--- config.mk ---
export PLATFORM = sky130hd
export DESIGN_NAME = speaker_tone_out
export DESIGN_NICKNAME = d
export VERILOG_FILES = /design/src/rtl/speaker_tone_out.sv
export SDC_FILE = /design/constraint.sdc
export NUM_CORES = 1
export LEC_CHECK = 0
export BUFFER_PORTS_ARGS = -buffer_cell sky130_fd_sc_hd__buf_2
export CORE_AREA = 2 2 165 199
export CTS_CLUSTER_SIZE = 25
export DETAILED_ROUTE_END_ITERATION = 8
export DIE_AREA = 0 0 167 201
export GPL_TIMING_DRIVEN = 0
export PLACE_DENSITY_LB_ADDON = 0.12
export SYNTH_ARGS = -nofsm -noshare
export SYNTH_HDL_FRONTEND = slang
export SYNTH_SLANG_ARGS = --single-unit
--- constraint.sdc ---
create_clock -name clk -period 11.9 [get_ports clk]
set_clock_uncertainty 0.2 [all_clocks]
set_input_delay 0.595 -clock clk [delete_from_list [all_inputs] [get_ports clk]]
set_output_delay 0.595 -clock clk [all_outputs]
set_load 0.02 [all_outputs]
--- src/rtl/speaker_tone_out.sv ---
`default_nettype none
// ============================================================================
// Module : speaker_tone_out
// Two-channel square-wave tone generator serialised as a left-justified
// Pmod audio DAC stream (mclk/lrck/sck/sdin).
// Rev    : 1.0 - initial release
// ============================================================================
module speaker_tone_out #(
  parameter int unsigned      DIV_W      = 26,
  parameter logic [DIV_W-1:0] SILENT_DIV = DIV_W'(50_000_000),
  parameter logic [15:0]      AMP_STEP   = 16'h1000
) (
  input  logic             clk,
  input  logic             rst,
  input  logic [DIV_W-1:0] freqL,
  input  logic [DIV_W-1:0] freqR,
  input  logic [2:0]       vol,
  output logic             mclk,
  output logic             lrck,
  output logic             sck,
  output logic             sdin
);

  localparam logic [8:0] c_FRAME_LAST = 9'd511;

  logic [DIV_W-1:0] w_freq   [2];
  logic [15:0]      w_sample [2];
  logic [15:0]      w_amp;

  assign w_freq[0] = freqL;
  assign w_freq[1] = freqR;
  assign w_amp     = 16'(vol) * AMP_STEP;

  generate
    for (genvar g = 0; g < 2; g++) begin : g_ch
      logic [DIV_W-1:0] r_div;
      logic [DIV_W-1:0] r_cnt;
      logic             r_bit;
      logic             w_silent;
      logic [DIV_W-1:0] w_lim_d;
      logic [DIV_W-1:0] w_lim_f;
      logic [DIV_W-1:0] w_lim;

      assign w_silent = (r_div < DIV_W'(2)) || (r_div >= SILENT_DIV);
      assign w_lim_d  = (r_div >> 1) - DIV_W'(1);
      // A live divider below 2 wraps to all-ones here, so it never wins the min.
      assign w_lim_f  = (w_freq[g] >> 1) - DIV_W'(1);
      // The latched divider bounds the half-period; a smaller live divider cuts it short.
      assign w_lim    = (w_lim_f < w_lim_d) ? w_lim_f : w_lim_d;

      always_ff @(posedge clk or negedge rst) begin
        if (!rst) begin
          r_div <= '0;
          r_cnt <= '0;
          r_bit <= 1'b0;
        end else if (w_silent) begin
          r_div <= w_freq[g];
          r_cnt <= '0;
          r_bit <= 1'b0;
        end else if (r_cnt >= w_lim) begin
          r_div <= w_freq[g];
          r_cnt <= '0;
          r_bit <= ~r_bit;
        end else begin
          r_cnt <= r_cnt + DIV_W'(1);
        end
      end

      assign w_sample[g] = w_silent ? 16'h0000 : (r_bit ? w_amp : 16'h0000 - w_amp);
    end
  endgenerate

  logic [8:0]  r_fc;
  logic [15:0] r_lat_l;
  logic [15:0] r_lat_r;
  logic        r_sdin;
  logic [8:0]  w_nfc;
  logic        w_frame_end;
  logic [15:0] w_lat_l_nxt;
  logic [15:0] w_lat_r_nxt;
  logic [15:0] w_word;
  logic [3:0]  w_idx;

  assign w_nfc       = r_fc + 9'd1;
  assign w_frame_end = (r_fc == c_FRAME_LAST);
  assign w_lat_l_nxt = w_frame_end ? w_sample[0] : r_lat_l;
  assign w_lat_r_nxt = w_frame_end ? w_sample[1] : r_lat_r;
  // The bit loaded at a slot boundary belongs to the slot that starts next.
  assign w_word      = w_nfc[8] ? w_lat_r_nxt : w_lat_l_nxt;
  assign w_idx       = ~w_nfc[7:4];

  always_ff @(posedge clk or negedge rst) begin
    if (!rst) begin
      r_fc    <= '0;
      r_lat_l <= '0;
      r_lat_r <= '0;
      r_sdin  <= 1'b0;
    end else begin
      r_fc    <= w_nfc;
      r_lat_l <= w_lat_l_nxt;
      r_lat_r <= w_lat_r_nxt;
      if (r_fc[3:0] == 4'hF) begin
        r_sdin <= w_word[w_idx];
      end
    end
  end

  assign mclk = r_fc[1];
  assign sck  = r_fc[3];
  assign lrck = r_fc[8];
  assign sdin = r_sdin;

endmodule
`default_nettype wire

==> run_summary.xml, run 1 <==
<?xml version="1.0" encoding="UTF-8"?>
<metrics>
  <group name="placement">
    <metric name="dpl-instance-area" unit="sq um">11800</metric>
    <metric name="place.port_buffers" unit="">58</metric>
    <metric name="hpwlAfterDp" unit="mm">21.3</metric>
    <metric name="gp_congestion" unit="">0.856</metric>
  </group>
  <group name="finish">
    <metric name="area.growth.synth_to_final" unit="%">13.3</metric>
    <metric name="mostFrequentLayoutCell" unit="">sky130_fd_sc_hd__dfrtp_1</metric>
    <metric name="num-fill-cells" unit="">3205</metric>
    <metric name="drive_gt1_share" unit="%">14.6</metric>
    <metric name="finish.net_count" unit="">1392</metric>
    <metric name="final_cell_mix" unit="">sky130_fd_sc_hd__dfrtp_1 (146), sky130_fd_sc_hd__nor2_1 (130), sky130_fd_sc_hd__ha_1 (112)</metric>
    <metric name="post-route-cell-area" unit="sq um">12400</metric>
  </group>
  <group name="sta">
    <metric name="timing.final.hold_violations" unit="">0</metric>
    <metric name="timing_worst_slew_pin_value" unit="ns">1.00</metric>
    <metric name="timing.setup.tns" unit="ns">0</metric>
    <metric name="timing_max_transition_violations_final" unit="">0</metric>
    <metric name="slew_headroom" unit="%">32.6</metric>
    <metric name="final.period_utilization" unit="%">71.4</metric>
    <metric name="timing.final.setup_violations" unit="">0</metric>
    <metric name="rsz0062_at_grt" unit="">no</metric>
    <metric name="fmax" unit="MHz">118</metric>
    <metric name="timing.final.crit_period" unit="ns">8.50</metric>
  </group>
  <group name="logic_synthesis">
    <metric name="ys.warnings.count" unit="">0</metric>
    <metric name="synthXorXnorAreaFrac" unit="%">11.5</metric>
    <metric name="postSynthRegisterBits" unit="">146</metric>
    <metric name="synth_compound_area_share" unit="%">7.18</metric>
    <metric name="synthesis.area" unit="sq um">10900</metric>
    <metric name="synth-main-ff-cell" unit="">sky130_fd_sc_hd__dfrtp_1</metric>
    <metric name="number_of_synthesized_flops_with_an_enable_pin" unit="">0</metric>
    <metric name="synth-seq-area-share" unit="%">33.5</metric>
    <metric name="postSynthAreaPerCell" unit="sq um">9.54</metric>
    <metric name="main_combinational_cell_family_by_area_after_synthesis" unit="">simple AND/OR/NAND/NOR gates</metric>
    <metric name="post_synth_fa_ha_maj_area_fraction" unit="%">12.8</metric>
    <metric name="yosysUniqueCellTypes" unit="">68</metric>
    <metric name="synth_simple_gate_area_share" unit="%">19.5</metric>
    <metric name="synth-async-reset-ratio" unit="%">100</metric>
    <metric name="synth.net_count" unit="">1313</metric>
    <metric name="netlist_instances" unit="">1144</metric>
    <metric name="yosys-mux-area-fraction" unit="%">11.8</metric>
  </group>
  <group name="power_and_ir_drop">
    <metric name="vdd_drop_max" unit="uV">97.7</metric>
    <metric name="p_per_area" unit="nW/um^2">196</metric>
    <metric name="total_leakage_power" unit="nW">5.78</metric>
  </group>
  <group name="global_routing">
    <metric name="grt_overflow_total" unit="">0</metric>
    <metric name="grtUsageTotal" unit="%">16.9</metric>
    <metric name="antenna_found_initial" unit="">2</metric>
    <metric name="maximum_number_of_pins_on_one_net_before_global_route_repair" unit="">106</metric>
    <metric name="vias_in_the_first_global_route" unit="">8561</metric>
    <metric name="first_pass_grt_wire_length" unit="mm">45.1</metric>
  </group>
  <group name="route">
    <metric name="detail-route-antenna-nets" unit="">0</metric>
    <metric name="via_per_inst" unit="">5.00</metric>
    <metric name="routed_wire_length_per_instance" unit="microns">16.6</metric>
    <metric name="detailroute.via_count" unit="">8225</metric>
    <metric name="routed_wirelength" unit="mm">27.3</metric>
    <metric name="initialDrtViolationCount" unit="">316</metric>
    <metric name="drt_first_pass_iters" unit="">6</metric>
    <metric name="remaining_drc_errors" unit="">0</metric>
  </group>
  <group name="die">
    <metric name="die_x" unit="microns">167</metric>
    <metric name="starting_density" unit="%">34.3</metric>
    <metric name="row_count" unit="">72</metric>
    <metric name="num_io_pins" unit="">61</metric>
    <metric name="floorplan.core_area" unit="sq um">31800</metric>
    <metric name="die_area" unit="sq um">33600</metric>
    <metric name="die_h" unit="microns">201</metric>
  </group>
  <group name="worst_setup_path">
    <metric name="cp_max_fo" unit="">10</metric>
    <metric name="regToRegSetupSlack" unit="ns">3.46</metric>
    <metric name="worst_r2r_endpoint" unit="">g_ch[1].r_cnt[19]</metric>
    <metric name="r2r-start" unit="">g_ch[1].r_div[4]</metric>
    <metric name="startpoint_type" unit="">primary input</metric>
    <metric name="timing.critical_path.arrival" unit="ns">8.59</metric>
    <metric name="timing_worst_setup_path_type" unit="">in -&gt; reg</metric>
    <metric name="worst_r2r_path_depth" unit="">25</metric>
    <metric name="setup.worst_path.end_class" unit="">register</metric>
    <metric name="worstPathRequired" unit="ns">11.99</metric>
  </group>
  <group name="outcome">
    <metric name="status" unit="">complete, no violations</metric>
  </group>
  <group name="min_path">
    <metric name="worstHoldEndpoint" unit="">g_ch[0].r_div[15]</metric>
    <metric name="holdCritStartpoint" unit="">freqL[15]</metric>
    <metric name="holdCritPathClass" unit="">in -&gt; reg</metric>
    <metric name="min_path_cells" unit="">2</metric>
  </group>
  <group name="clock_tree">
    <metric name="clock_path_buffers" unit="">2</metric>
    <metric name="tritoncts" unit="">yes</metric>
    <metric name="clkLatencyLatePin" unit="ns">0.44</metric>
    <metric name="htree_num_levels" unit="">4</metric>
    <metric name="ctsRootBufferMaster" unit="">sky130_fd_sc_hd__clkbuf_16</metric>
    <metric name="clock_sink_count" unit="">146</metric>
    <metric name="cts_inserted_buffers" unit="">17</metric>
    <metric name="post_cts_clock_slew_at_the_launch_and_capture_registers_of_the_worst_setup_and_hold_paths" unit="ns">0.07</metric>
    <metric name="postCtsSetupRepairBufs" unit="">0</metric>
  </group>
  <group name="flow_run">
    <metric name="maxCapViolations" unit="">0</metric>
  </group>
</metrics>
[kinds of logic (layout without fill, tap and decap cells)]
logic type,after synthesis,in the layout
and+or+nand+nor,416,416
DFF,146,146
xor gates and xnor gates,143,143
AOI/OAI and AO/OA,114,114
muxes,113,113
adders and majority gates,112,112
buffers and inverters,100,192
other,0,1
[per-layer routing]
layer | GRT usage (%) | part of all wire (%) | up-vias
met5 | 0 | 0.026 | -
met4 | 4.90 | 1.8 | 2
met3 | 2.90 | 2.9 | 27
met2 | 31.0 | 52 | 99
met1 | 20.1 | 43 | 3899
li1 | - | - | 4198
[where the power goes]
group | leakage, nW | switching (mW) | internal [mW] | total, mW
sequential | 1.87 | 0.148 | 0.602 | 0.750
combinational | 3.61 | 0.589 | 0.529 | 1.12
clock | 0.293 | 0.250 | 0.305 | 0.555
[state kept, by name, summed over array words and instances, names as in the netlist]
| register | flops |
|---|---|
| r_lat_r | 16 |
| r_lat_l | 16 |
| r_fc | 9 |
| g_ch.r_cnt | 52 |
| sdin | 1 |
| g_ch.r_bit | 2 |
| g_ch.r_div | 50 |
[synthesized netlist by cell type, types with 7 or more instances]
cell type | instances | area share, %
sky130_fd_sc_hd__dfrtp_1 | 146 | 33
sky130_fd_sc_hd__nor2_1 | 130 | 4.5
sky130_fd_sc_hd__ha_1 | 112 | 13
sky130_fd_sc_hd__xnor2_1 | 78 | 6.3
sky130_fd_sc_hd__inv_1 | 77 | 2.6
sky130_fd_sc_hd__nand2_1 | 67 | 2.3
sky130_fd_sc_hd__xor2_1 | 64 | 5.1
sky130_fd_sc_hd__mux2_2 | 58 | 6.0
sky130_fd_sc_hd__nand3_1 | 35 | 1.6
sky130_fd_sc_hd__nor3_1 | 35 | 1.6
sky130_fd_sc_hd__mux2i_1 | 34 | 3.1
sky130_fd_sc_hd__nor2b_1 | 32 | 1.8
sky130_fd_sc_hd__a21o_1 | 23 | 1.6
sky130_fd_sc_hd__nand4_1 | 23 | 1.3
sky130_fd_sc_hd__a21oi_1 | 22 | 1.0
sky130_fd_sc_hd__o21ai_0 | 22 | 1.0
sky130_fd_sc_hd__and3_1 | 21 | 1.2
sky130_fd_sc_hd__or3_1 | 21 | 1.2
sky130_fd_sc_hd__mux2_1 | 16 | 1.7
sky130_fd_sc_hd__clkbuf_1 | 10 | 0.34
sky130_fd_sc_hd__nor4_1 | 10 | 0.57
sky130_fd_sc_hd__or4_1 | 7 | 0.48
[through the flow]
step                      cells  utilization, %  total power [mW]  hold slack, ns  setup slack (ns)
after floorplan            1144               -              1.56          0.0994              4.83
after global placement     1609            36.8              1.88           0.231              2.98
after detailed placement   1610            37.0              1.89           0.239              2.95
after CTS                  1643            38.9              2.47           0.195              3.40
after global routing       1643            38.9              2.64           0.227              2.96
final                      1644            38.9              2.42           0.217              3.40
[cell type report]
cell class                      instances  area, sq um  area share (%)
Tap cell                              407          509            4.12
Sequential cell                       146         3650            29.5
Inverter                               79          297            2.40
Clock inverter                         14          160            1.30
Antenna cell                            1         2.50          0.0202
Multi-Input combinational cell        898         6860            55.5
Clock buffer                           18          439            3.55
Buffer                                 21          103           0.830
Timing Repair Buffer                   60          338            2.73
[repair_timing]
item                                    CTS  global route
resized for setup                         0             0
hold buffers                              1             0
endpoints found under the setup margin    0             0
hold endpoints to repair                 41             0
[worst max path at each step]
stage,startpoint,to,slack [ns],cells past startpoint
after floorplan,freqR[10],g_ch[1].r_cnt[17],4.83,25
after global placement,freqR[10],g_ch[1].r_cnt[7],2.98,25
after detailed placement,freqR[10],g_ch[1].r_cnt[17],2.95,25
after CTS,freqR[10],g_ch[1].r_cnt[17],3.40,25
after global routing,freqR[10],g_ch[1].r_cnt[24],2.96,25
final,freqR[10],g_ch[1].r_cnt[19],3.40,25
[critical path, stage by stage]
cell	delay (ns)
sky130_fd_sc_hd__buf_2	0.13
sky130_fd_sc_hd__or4_4	0.54
sky130_fd_sc_hd__or3_4	0.35
sky130_fd_sc_hd__nor3_1	0.59
sky130_fd_sc_hd__nand3_1	0.34
sky130_fd_sc_hd__or3_1	0.41
sky130_fd_sc_hd__xor2_1	0.17
sky130_fd_sc_hd__inv_1	0.06
sky130_fd_sc_hd__ha_1	0.29
sky130_fd_sc_hd__nand2_1	0.08
sky130_fd_sc_hd__nor3_1	0.45
sky130_fd_sc_hd__o21ai_0	0.26
sky130_fd_sc_hd__a21oi_1	0.24
sky130_fd_sc_hd__or4_2	0.16
sky130_fd_sc_hd__clkbuf_8	0.16
sky130_fd_sc_hd__clkbuf_1	0.69
sky130_fd_sc_hd__mux2_2	0.42
sky130_fd_sc_hd__ha_1	0.29
sky130_fd_sc_hd__and4_1	0.24
sky130_fd_sc_hd__nand2b_1	0.07
sky130_fd_sc_hd__or4_1	0.46
sky130_fd_sc_hd__o211ai_1	0.28
sky130_fd_sc_hd__clkbuf_1	0.70
sky130_fd_sc_hd__buf_1	0.51
sky130_fd_sc_hd__nor2_1	0.11
Power figures use the tool's default switching activity.
==> inputs of run 2 (changes only) <==
==> constraint.sdc (replaced) <==
create_clock -name clk -period 7.37 [get_ports clk]
set_clock_uncertainty 0.2 [all_clocks]
set_input_delay 0.3685 -clock clk [delete_from_list [all_inputs] [get_ports clk]]
set_output_delay 0.3685 -clock clk [all_outputs]
set_load 0.02 [all_outputs]
==> run 2 against run 1 <==
  * Final area is 2.6% higher
  * Critical path depth is 4 higher
  * Via count up 1.2%
  * Sequential share of layout area down 0.76 points
  * Highest routed layer unchanged
==> run_summary.xml, run 2 (synthesis results as in run 1) <==
<?xml version="1.0" encoding="UTF-8"?>
<metrics>
  <group name="route">
    <metric name="initialDrtViolationCount" unit="">311</metric>
    <metric name="routed_wire_length_per_instance" unit="microns">16.6</metric>
    <metric name="remaining_drc_errors" unit="">0</metric>
    <metric name="drt_first_pass_iters" unit="">4</metric>
    <metric name="routed_wirelength" unit="mm">27.6</metric>
    <metric name="via_per_inst" unit="">5.01</metric>
    <metric name="detail-route-antenna-nets" unit="">0</metric>
    <metric name="detailroute.via_count" unit="">8327</metric>
  </group>
  <group name="worst_setup_path">
    <metric name="timing.critical_path.arrival" unit="ns">7.25</metric>
    <metric name="setup.worst_path.end_class" unit="">register</metric>
    <metric name="worst_path_max_delay_cell" unit="">sky130_fd_sc_hd__or4_2</metric>
    <metric name="cp_max_fo" unit="">10</metric>
    <metric name="slowest_delay" unit="ns">0.63</metric>
    <metric name="timing_worst_setup_path_type" unit="">in -&gt; reg</metric>
    <metric name="cpMostUsedCell" unit="">sky130_fd_sc_hd__buf_4</metric>
    <metric name="worstPathRequired" unit="ns">7.52</metric>
    <metric name="startpoint_type" unit="">primary input</metric>
  </group>
  <group name="finish">
    <metric name="number_of_flip_flops_in_the_largest_register" unit="">52</metric>
    <metric name="top_register" unit="">g_ch.r_cnt</metric>
    <metric name="register_area" unit="sq um">3650</metric>
    <metric name="drive_gt1_share" unit="%">16.2</metric>
    <metric name="final_cell_mix" unit="">sky130_fd_sc_hd__dfrtp_1 (146), sky130_fd_sc_hd__nor2_1 (130), sky130_fd_sc_hd__ha_1 (112)</metric>
    <metric name="num-fill-cells" unit="">3195</metric>
    <metric name="mostFrequentLayoutCell" unit="">sky130_fd_sc_hd__dfrtp_1</metric>
    <metric name="multi_input_comb_area" unit="sq um">6970</metric>
    <metric name="finish.net_count" unit="">1411</metric>
    <metric name="largestRegisters" unit="">g_ch.r_cnt: 52 flops, g_ch.r_div: 50 flops</metric>
    <metric name="area.growth.synth_to_final" unit="%">16.3</metric>
  </group>
  <group name="global_routing">
    <metric name="maximum_number_of_pins_on_one_net_before_global_route_repair" unit="">106</metric>
    <metric name="grtUsageTotal" unit="%">17.0</metric>
    <metric name="vias_in_the_first_global_route" unit="">8676</metric>
    <metric name="grt_overflow_total" unit="">0</metric>
    <metric name="first_pass_grt_wire_length" unit="mm">45.6</metric>
    <metric name="antenna_found_initial" unit="">2</metric>
  </group>
  <group name="die">
    <metric name="die_area" unit="sq um">33600</metric>
    <metric name="row_count" unit="">72</metric>
    <metric name="die_h" unit="microns">201</metric>
    <metric name="num_io_pins" unit="">61</metric>
    <metric name="floorplan.core_area" unit="sq um">31800</metric>
    <metric name="die_x" unit="microns">167</metric>
    <metric name="starting_density" unit="%">34.3</metric>
  </group>
  <group name="power_and_ir_drop">
    <metric name="report.power.total" unit="mW">3.99</metric>
    <metric name="p_per_area" unit="nW/um^2">314</metric>
    <metric name="power.share.clock" unit="%">22.5</metric>
    <metric name="power.net_switching" unit="mW">1.62</metric>
    <metric name="vdd_drop_max" unit="uV">159</metric>
    <metric name="power_switching_share" unit="%">40.7</metric>
    <metric name="total_leakage_power" unit="nW">5.91</metric>
    <metric name="pwr-share-comb" unit="%">46.7</metric>
    <metric name="cell_internal_pwr" unit="mW">2.37</metric>
    <metric name="power.share.sequential" unit="%">30.8</metric>
  </group>
  <group name="clock_tree">
    <metric name="ctsRootBufferMaster" unit="">sky130_fd_sc_hd__clkbuf_16</metric>
    <metric name="htree_num_levels" unit="">4</metric>
    <metric name="tritoncts" unit="">yes</metric>
    <metric name="clock_path_buffers" unit="">2</metric>
    <metric name="post_cts_clock_slew_at_the_launch_and_capture_registers_of_the_worst_setup_and_hold_paths" unit="ns">0.07</metric>
    <metric name="clock_sink_count" unit="">146</metric>
    <metric name="cts_inserted_buffers" unit="">17</metric>
    <metric name="clkLatencyLatePin" unit="ns">0.43</metric>
  </group>
  <group name="placement">
    <metric name="hpwlAfterDp" unit="mm">21.3</metric>
    <metric name="place.port_buffers" unit="">58</metric>
    <metric name="gp_congestion" unit="">0.856</metric>
  </group>
  <group name="sta">
    <metric name="rsz0062_at_grt" unit="">no</metric>
    <metric name="timing.final.hold_violations" unit="">0</metric>
    <metric name="final.period_utilization" unit="%">96.4</metric>
    <metric name="fmax" unit="MHz">141</metric>
    <metric name="timing_max_transition_violations_final" unit="">0</metric>
    <metric name="timing_worst_slew_pin_value" unit="ns">0.968</metric>
    <metric name="fin_worst_hold_slack" unit="ns">0.0181</metric>
    <metric name="timing.final.setup_violations" unit="">0</metric>
    <metric name="timing.final.crit_period" unit="ns">7.10</metric>
    <metric name="slew_headroom" unit="%">34.8</metric>
  </group>
  <group name="min_path">
    <metric name="holdCritPathClass" unit="">in -&gt; reg</metric>
  </group>
  <group name="flow_run">
    <metric name="maxCapViolations" unit="">0</metric>
  </group>
  <group name="outcome">
    <metric name="status" unit="">complete, no violations</metric>
  </group>
</metrics>
## run 2: changes by cell type in the layout (fill, tap and decap cells not counted), sizes merged
cell	previous run	this run
dlygate4sd3	1	18
clkbuf	29	25
buf	69	75
## run 2: critical path: cells and delay by family
| kind | cells | cell delay [ns] |
|---|---|---|
| multiplexers | 1 | 0.14 |
| AND/OR/NAND/NOR | 9 | 2.53 |
| XOR/XNOR | 1 | 0.18 |
| adder cells (fa/ha/maj) | 2 | 0.59 |
| AO/OA/AOI/OAI | 8 | 1.70 |
| buffers and inverters | 8 | 1.72 |
## run 2: path summary, 6_finish.rpt
path	startpoint	cells after the start	slack (ns)	endpoint
min in group asynchronous	rst	2	0.23	g_ch[0].r_div[4]
worst min register to register	r_fc[0]	1	0.24	r_fc[0]
worst min-delay path	freqL[22]	2	0.02	g_ch[0].r_div[22]
worst max-delay path	freqR[11]	29	0.27	g_ch[1].r_div[11]
worst max register to register	g_ch[1].r_div[6]	28	0.42	g_ch[1].r_div[11]
max in group asynchronous	rst	3	5.87	g_ch[1].r_div[17]
## run 2: stage by stage
step | area [sq um] | setup WS (ns) | std cells | utilization, % | setup TNS (ns)
3_3_place_gp | 11700 | -1.33 | 1609 | 36.8 | -114.32
2_1_floorplan | 10900 | 0.522 | 1144 | - | 0
3_5_place_dp | 11800 | -1.35 | 1610 | 37.0 | -114.71
5_1_grt | 12700 | 0.00325 | 1662 | 39.9 | 0
6_report | 12700 | 0.268 | 1663 | 39.9 | 0
4_1_cts | 12600 | 0.0345 | 1660 | 39.7 | 0
## run 2: cell type report
type	instances	share of cell area [%]
clock inverters	14	1.26
flip-flops and latches	146	28.8
inverters	79	2.34
multi-input cells	898	54.9
plain buffers	20	1.02
repair buffers	80	4.18
well taps	407	4.01
diodes	1	0.0197
clock buffers	18	3.46
## run 2: repair_timing
action                                  in CTS  in global routing
pin swaps                                    0                  6
endpoints found under the setup margin     104                 99
gates resized for setup                     23                 23
gates cloned                                 0                  0
hold buffers                                18                  0
endpoints found under the hold margin       58                  0
setup buffers                                0                  3
## run 2: power groups by stage
| stage | Combinational (mW) | Clock, mW | Sequential (mW) |
|---|---|---|---|
| final | 1.86 | 0.897 | 1.23 |
| after global routing | 2.11 | 0.960 | 1.27 |
| after CTS | 1.87 | 0.928 | 1.22 |
| after detailed placement | 1.83 | 0 | 1.22 |
| after global placement | 1.82 | 0 | 1.23 |
| after floorplan | 1.37 | 0 | 1.15 |
## run 2: layer usage
metal  GRT usage (%)  vias up  wire [microns]
met5               0        -               7
li1                -     4240               -
met4            5.48        2             549
met2            31.1       95           14400
met3            2.88       30             777
met1            20.2     3960           11900
==> inputs of run 3 (changes only) <==
--- a/config.mk
+++ b/config.mk
@@ -6,6 +6,8 @@
 export NUM_CORES = 1
 export LEC_CHECK = 0
 export BUFFER_PORTS_ARGS = -buffer_cell sky130_fd_sc_hd__buf_2
+export CELL_PAD_IN_SITES_DETAIL_PLACEMENT = 0
+export CELL_PAD_IN_SITES_GLOBAL_PLACEMENT = 1
 export CORE_AREA = 2 2 165 199
 export CTS_CLUSTER_SIZE = 25
 export DETAILED_ROUTE_END_ITERATION = 8
==> run 3 against run 2 <==
  * Setup slack better by 0.087 ns
  * Critical endpoint is now g_ch[1].r_div[2]
  * First-iteration DRC count down 12%
  * Highest routed layer is now met4
  * Worst hold slack better by 0.0040 ns
==> run_summary.xml, run 3 (synthesis results as in run 1) <==
<?xml version="1.0" encoding="UTF-8"?>
<metrics>
  <group name="sta">
    <metric name="timing.final.setup_violations" unit="">0</metric>
    <metric name="timing_max_transition_violations_final" unit="">0</metric>
    <metric name="timing_worst_slew_pin_value" unit="ns">0.856</metric>
    <metric name="rsz0062_at_grt" unit="">no</metric>
    <metric name="timing.final.hold_violations" unit="">0</metric>
    <metric name="timing.final.crit_period" unit="ns">7.02</metric>
    <metric name="final.period_utilization" unit="%">95.2</metric>
    <metric name="fin_worst_hold_slack" unit="ns">0.0220</metric>
    <metric name="fmax" unit="MHz">143</metric>
    <metric name="slew_headroom" unit="%">42.8</metric>
  </group>
  <group name="outcome">
    <metric name="status" unit="">complete, no violations</metric>
  </group>
  <group name="die">
    <metric name="floorplan.core_area" unit="sq um">31800</metric>
    <metric name="starting_density" unit="%">34.3</metric>
    <metric name="die_area" unit="sq um">33600</metric>
    <metric name="die_h" unit="microns">201</metric>
    <metric name="row_count" unit="">72</metric>
    <metric name="die_x" unit="microns">167</metric>
    <metric name="num_io_pins" unit="">61</metric>
  </group>
  <group name="power_and_ir_drop">
    <metric name="report.power.total" unit="mW">3.99</metric>
    <metric name="pwr-share-comb" unit="%">46.5</metric>
    <metric name="total_leakage_power" unit="nW">5.92</metric>
    <metric name="p_per_area" unit="nW/um^2">314</metric>
    <metric name="power.share.sequential" unit="%">30.7</metric>
    <metric name="power.net_switching" unit="mW">1.60</metric>
    <metric name="power_switching_share" unit="%">40.1</metric>
    <metric name="cell_internal_pwr" unit="mW">2.39</metric>
    <metric name="power.share.clock" unit="%">22.8</metric>
    <metric name="vdd_drop_max" unit="uV">162</metric>
  </group>
  <group name="clock_tree">
    <metric name="clock_sink_count" unit="">146</metric>
    <metric name="clock_path_buffers" unit="">2</metric>
    <metric name="post_cts_clock_slew_at_the_launch_and_capture_registers_of_the_worst_setup_and_hold_paths" unit="ns">0.07</metric>
    <metric name="htree_num_levels" unit="">4</metric>
    <metric name="tritoncts" unit="">yes</metric>
    <metric name="clkLatencyLatePin" unit="ns">0.44</metric>
    <metric name="ctsRootBufferMaster" unit="">sky130_fd_sc_hd__clkbuf_16</metric>
    <metric name="cts_inserted_buffers" unit="">17</metric>
  </group>
  <group name="finish">
    <metric name="largestRegisters" unit="">g_ch.r_cnt: 52 flops, g_ch.r_div: 50 flops</metric>
    <metric name="mostFrequentLayoutCell" unit="">sky130_fd_sc_hd__dfrtp_1</metric>
    <metric name="number_of_flip_flops_in_the_largest_register" unit="">52</metric>
    <metric name="num-fill-cells" unit="">3190</metric>
    <metric name="area.growth.synth_to_final" unit="%">16.4</metric>
    <metric name="register_area" unit="sq um">3650</metric>
    <metric name="drive_gt1_share" unit="%">16.1</metric>
    <metric name="layoutNonFillerInstCount" unit="">1667</metric>
    <metric name="multi_input_comb_area" unit="sq um">6940</metric>
    <metric name="top_register" unit="">g_ch.r_cnt</metric>
    <metric name="post-route-cell-area" unit="sq um">12700</metric>
    <metric name="n_antenna_cell" unit="">0</metric>
    <metric name="final_cell_mix" unit="">sky130_fd_sc_hd__dfrtp_1 (146), sky130_fd_sc_hd__nor2_1 (129), sky130_fd_sc_hd__ha_1 (112)</metric>
    <metric name="finish.net_count" unit="">1416</metric>
  </group>
  <group name="route">
    <metric name="routed_wirelength" unit="mm">27.2</metric>
    <metric name="remaining_drc_errors" unit="">0</metric>
    <metric name="initialDrtViolationCount" unit="">273</metric>
    <metric name="drt_first_pass_iters" unit="">4</metric>
    <metric name="routed_wire_length_per_instance" unit="microns">16.3</metric>
    <metric name="detail-route-antenna-nets" unit="">0</metric>
    <metric name="via_per_inst" unit="">4.98</metric>
    <metric name="detailroute.via_count" unit="">8303</metric>
  </group>
  <group name="worst_setup_path">
    <metric name="timing.critical_path.arrival" unit="ns">7.18</metric>
    <metric name="worstPathRequired" unit="ns">7.53</metric>
    <metric name="startpoint_type" unit="">primary input</metric>
    <metric name="worst_path_max_delay_cell" unit="">sky130_fd_sc_hd__or4_2</metric>
    <metric name="setup.worst_path.end_class" unit="">register</metric>
    <metric name="worst_r2r_path_depth" unit="">28</metric>
    <metric name="cp_max_fo" unit="">10</metric>
    <metric name="timing_worst_setup_path_type" unit="">in -&gt; reg</metric>
    <metric name="slowest_delay" unit="ns">0.62</metric>
  </group>
  <group name="placement">
    <metric name="dpl-instance-area" unit="sq um">11800</metric>
    <metric name="place.port_buffers" unit="">58</metric>
    <metric name="dp.cells" unit="">1610</metric>
    <metric name="hpwlAfterDp" unit="mm">21.0</metric>
    <metric name="gp_congestion" unit="">0.778</metric>
  </group>
  <group name="min_path">
    <metric name="min_path_cells" unit="">2</metric>
    <metric name="holdCritPathClass" unit="">in -&gt; reg</metric>
  </group>
  <group name="global_routing">
    <metric name="vias_in_the_first_global_route" unit="">8768</metric>
    <metric name="antenna_found_initial" unit="">0</metric>
    <metric name="maximum_number_of_pins_on_one_net_before_global_route_repair" unit="">98</metric>
    <metric name="grtUsageTotal" unit="%">17.1</metric>
    <metric name="first_pass_grt_wire_length" unit="mm">45.9</metric>
    <metric name="grt_overflow_total" unit="">0</metric>
  </group>
  <group name="flow_run">
    <metric name="maxCapViolations" unit="">0</metric>
  </group>
</metrics>
run 3: through the flow:
stage,worst slack [ns],setup TNS (ns),util [%]
floorplan,0.522,0,-
global placement,-1.13,-94.32,36.8
detailed placement,-1.20,-96.45,37.0
CTS,0.00628,0,39.8
global route,0.0133,0,40.0
finish,0.355,0,40.0
run 3: timing repair:
item | CTS | global route
hold buffers | 23 | 0
hold endpoints to repair | 71 | 0
pin swaps | 0 | 3
buffers inserted | 0 | 3
resized for setup | 19 | 18
setup endpoints to repair | 104 | 100
run 3: layer usage:
| layer | GRT usage (%) | share of wire (%) | up-vias |
|---|---|---|---|
| met5 | 0 | 0 | - |
| met1 | 20.2 | 43 | 3994 |
| met3 | 2.43 | 1.6 | 19 |
| li1 | - | - | 4231 |
| met2 | 32.3 | 54 | 59 |
| met4 | 4.19 | 1.2 | 0 |
run 3: cell type report:
class                      instances  area share (%)
sequential                       146            28.7
timing repair buffer              85            4.57
clock inverter                    12            1.14
buffer                            20           0.994
tap                              407            4.01
multi-input combinational        898            54.6
clock buffer                      20            3.59
inverter                          79            2.33
run 3: power by group through the flow:
stage                     Clock [mW]  Combinational [mW]  Sequential [mW]
after floorplan                    0                1.37             1.15
after global placement             0                1.82             1.23
after detailed placement           0                1.84             1.22
after CTS                      0.941                1.87             1.22
after global routing           0.974                2.11             1.26
final                          0.912                1.86             1.22
run 3: critical path, delay by kind of cell:
family	cells	cell delay, ns
AND/OR/NAND/NOR	9	2.40
buffers and inverters	8	1.79
AO/OA/AOI/OAI	8	1.44
adder cells (fa/ha/maj)	2	0.58
multiplexers	1	0.37
XOR/XNOR	1	0.20
run 3: path summary, 6_finish.rpt:
kind | start | to | slack (ns)
worst max-delay path | freqR[12] | g_ch[1].r_div[2] | 0.35
worst min-delay path | freqR[24] | g_ch[1].r_div[24] | 0.02
worst max register to register | g_ch[1].r_div[9] | g_ch[1].r_div[2] | 0.45
worst min register to register | r_fc[0] | r_fc[0] | 0.26
max in group asynchronous | rst | r_lat_l[7] | 5.86
min in group asynchronous | rst | g_ch[1].r_div[13] | 0.22
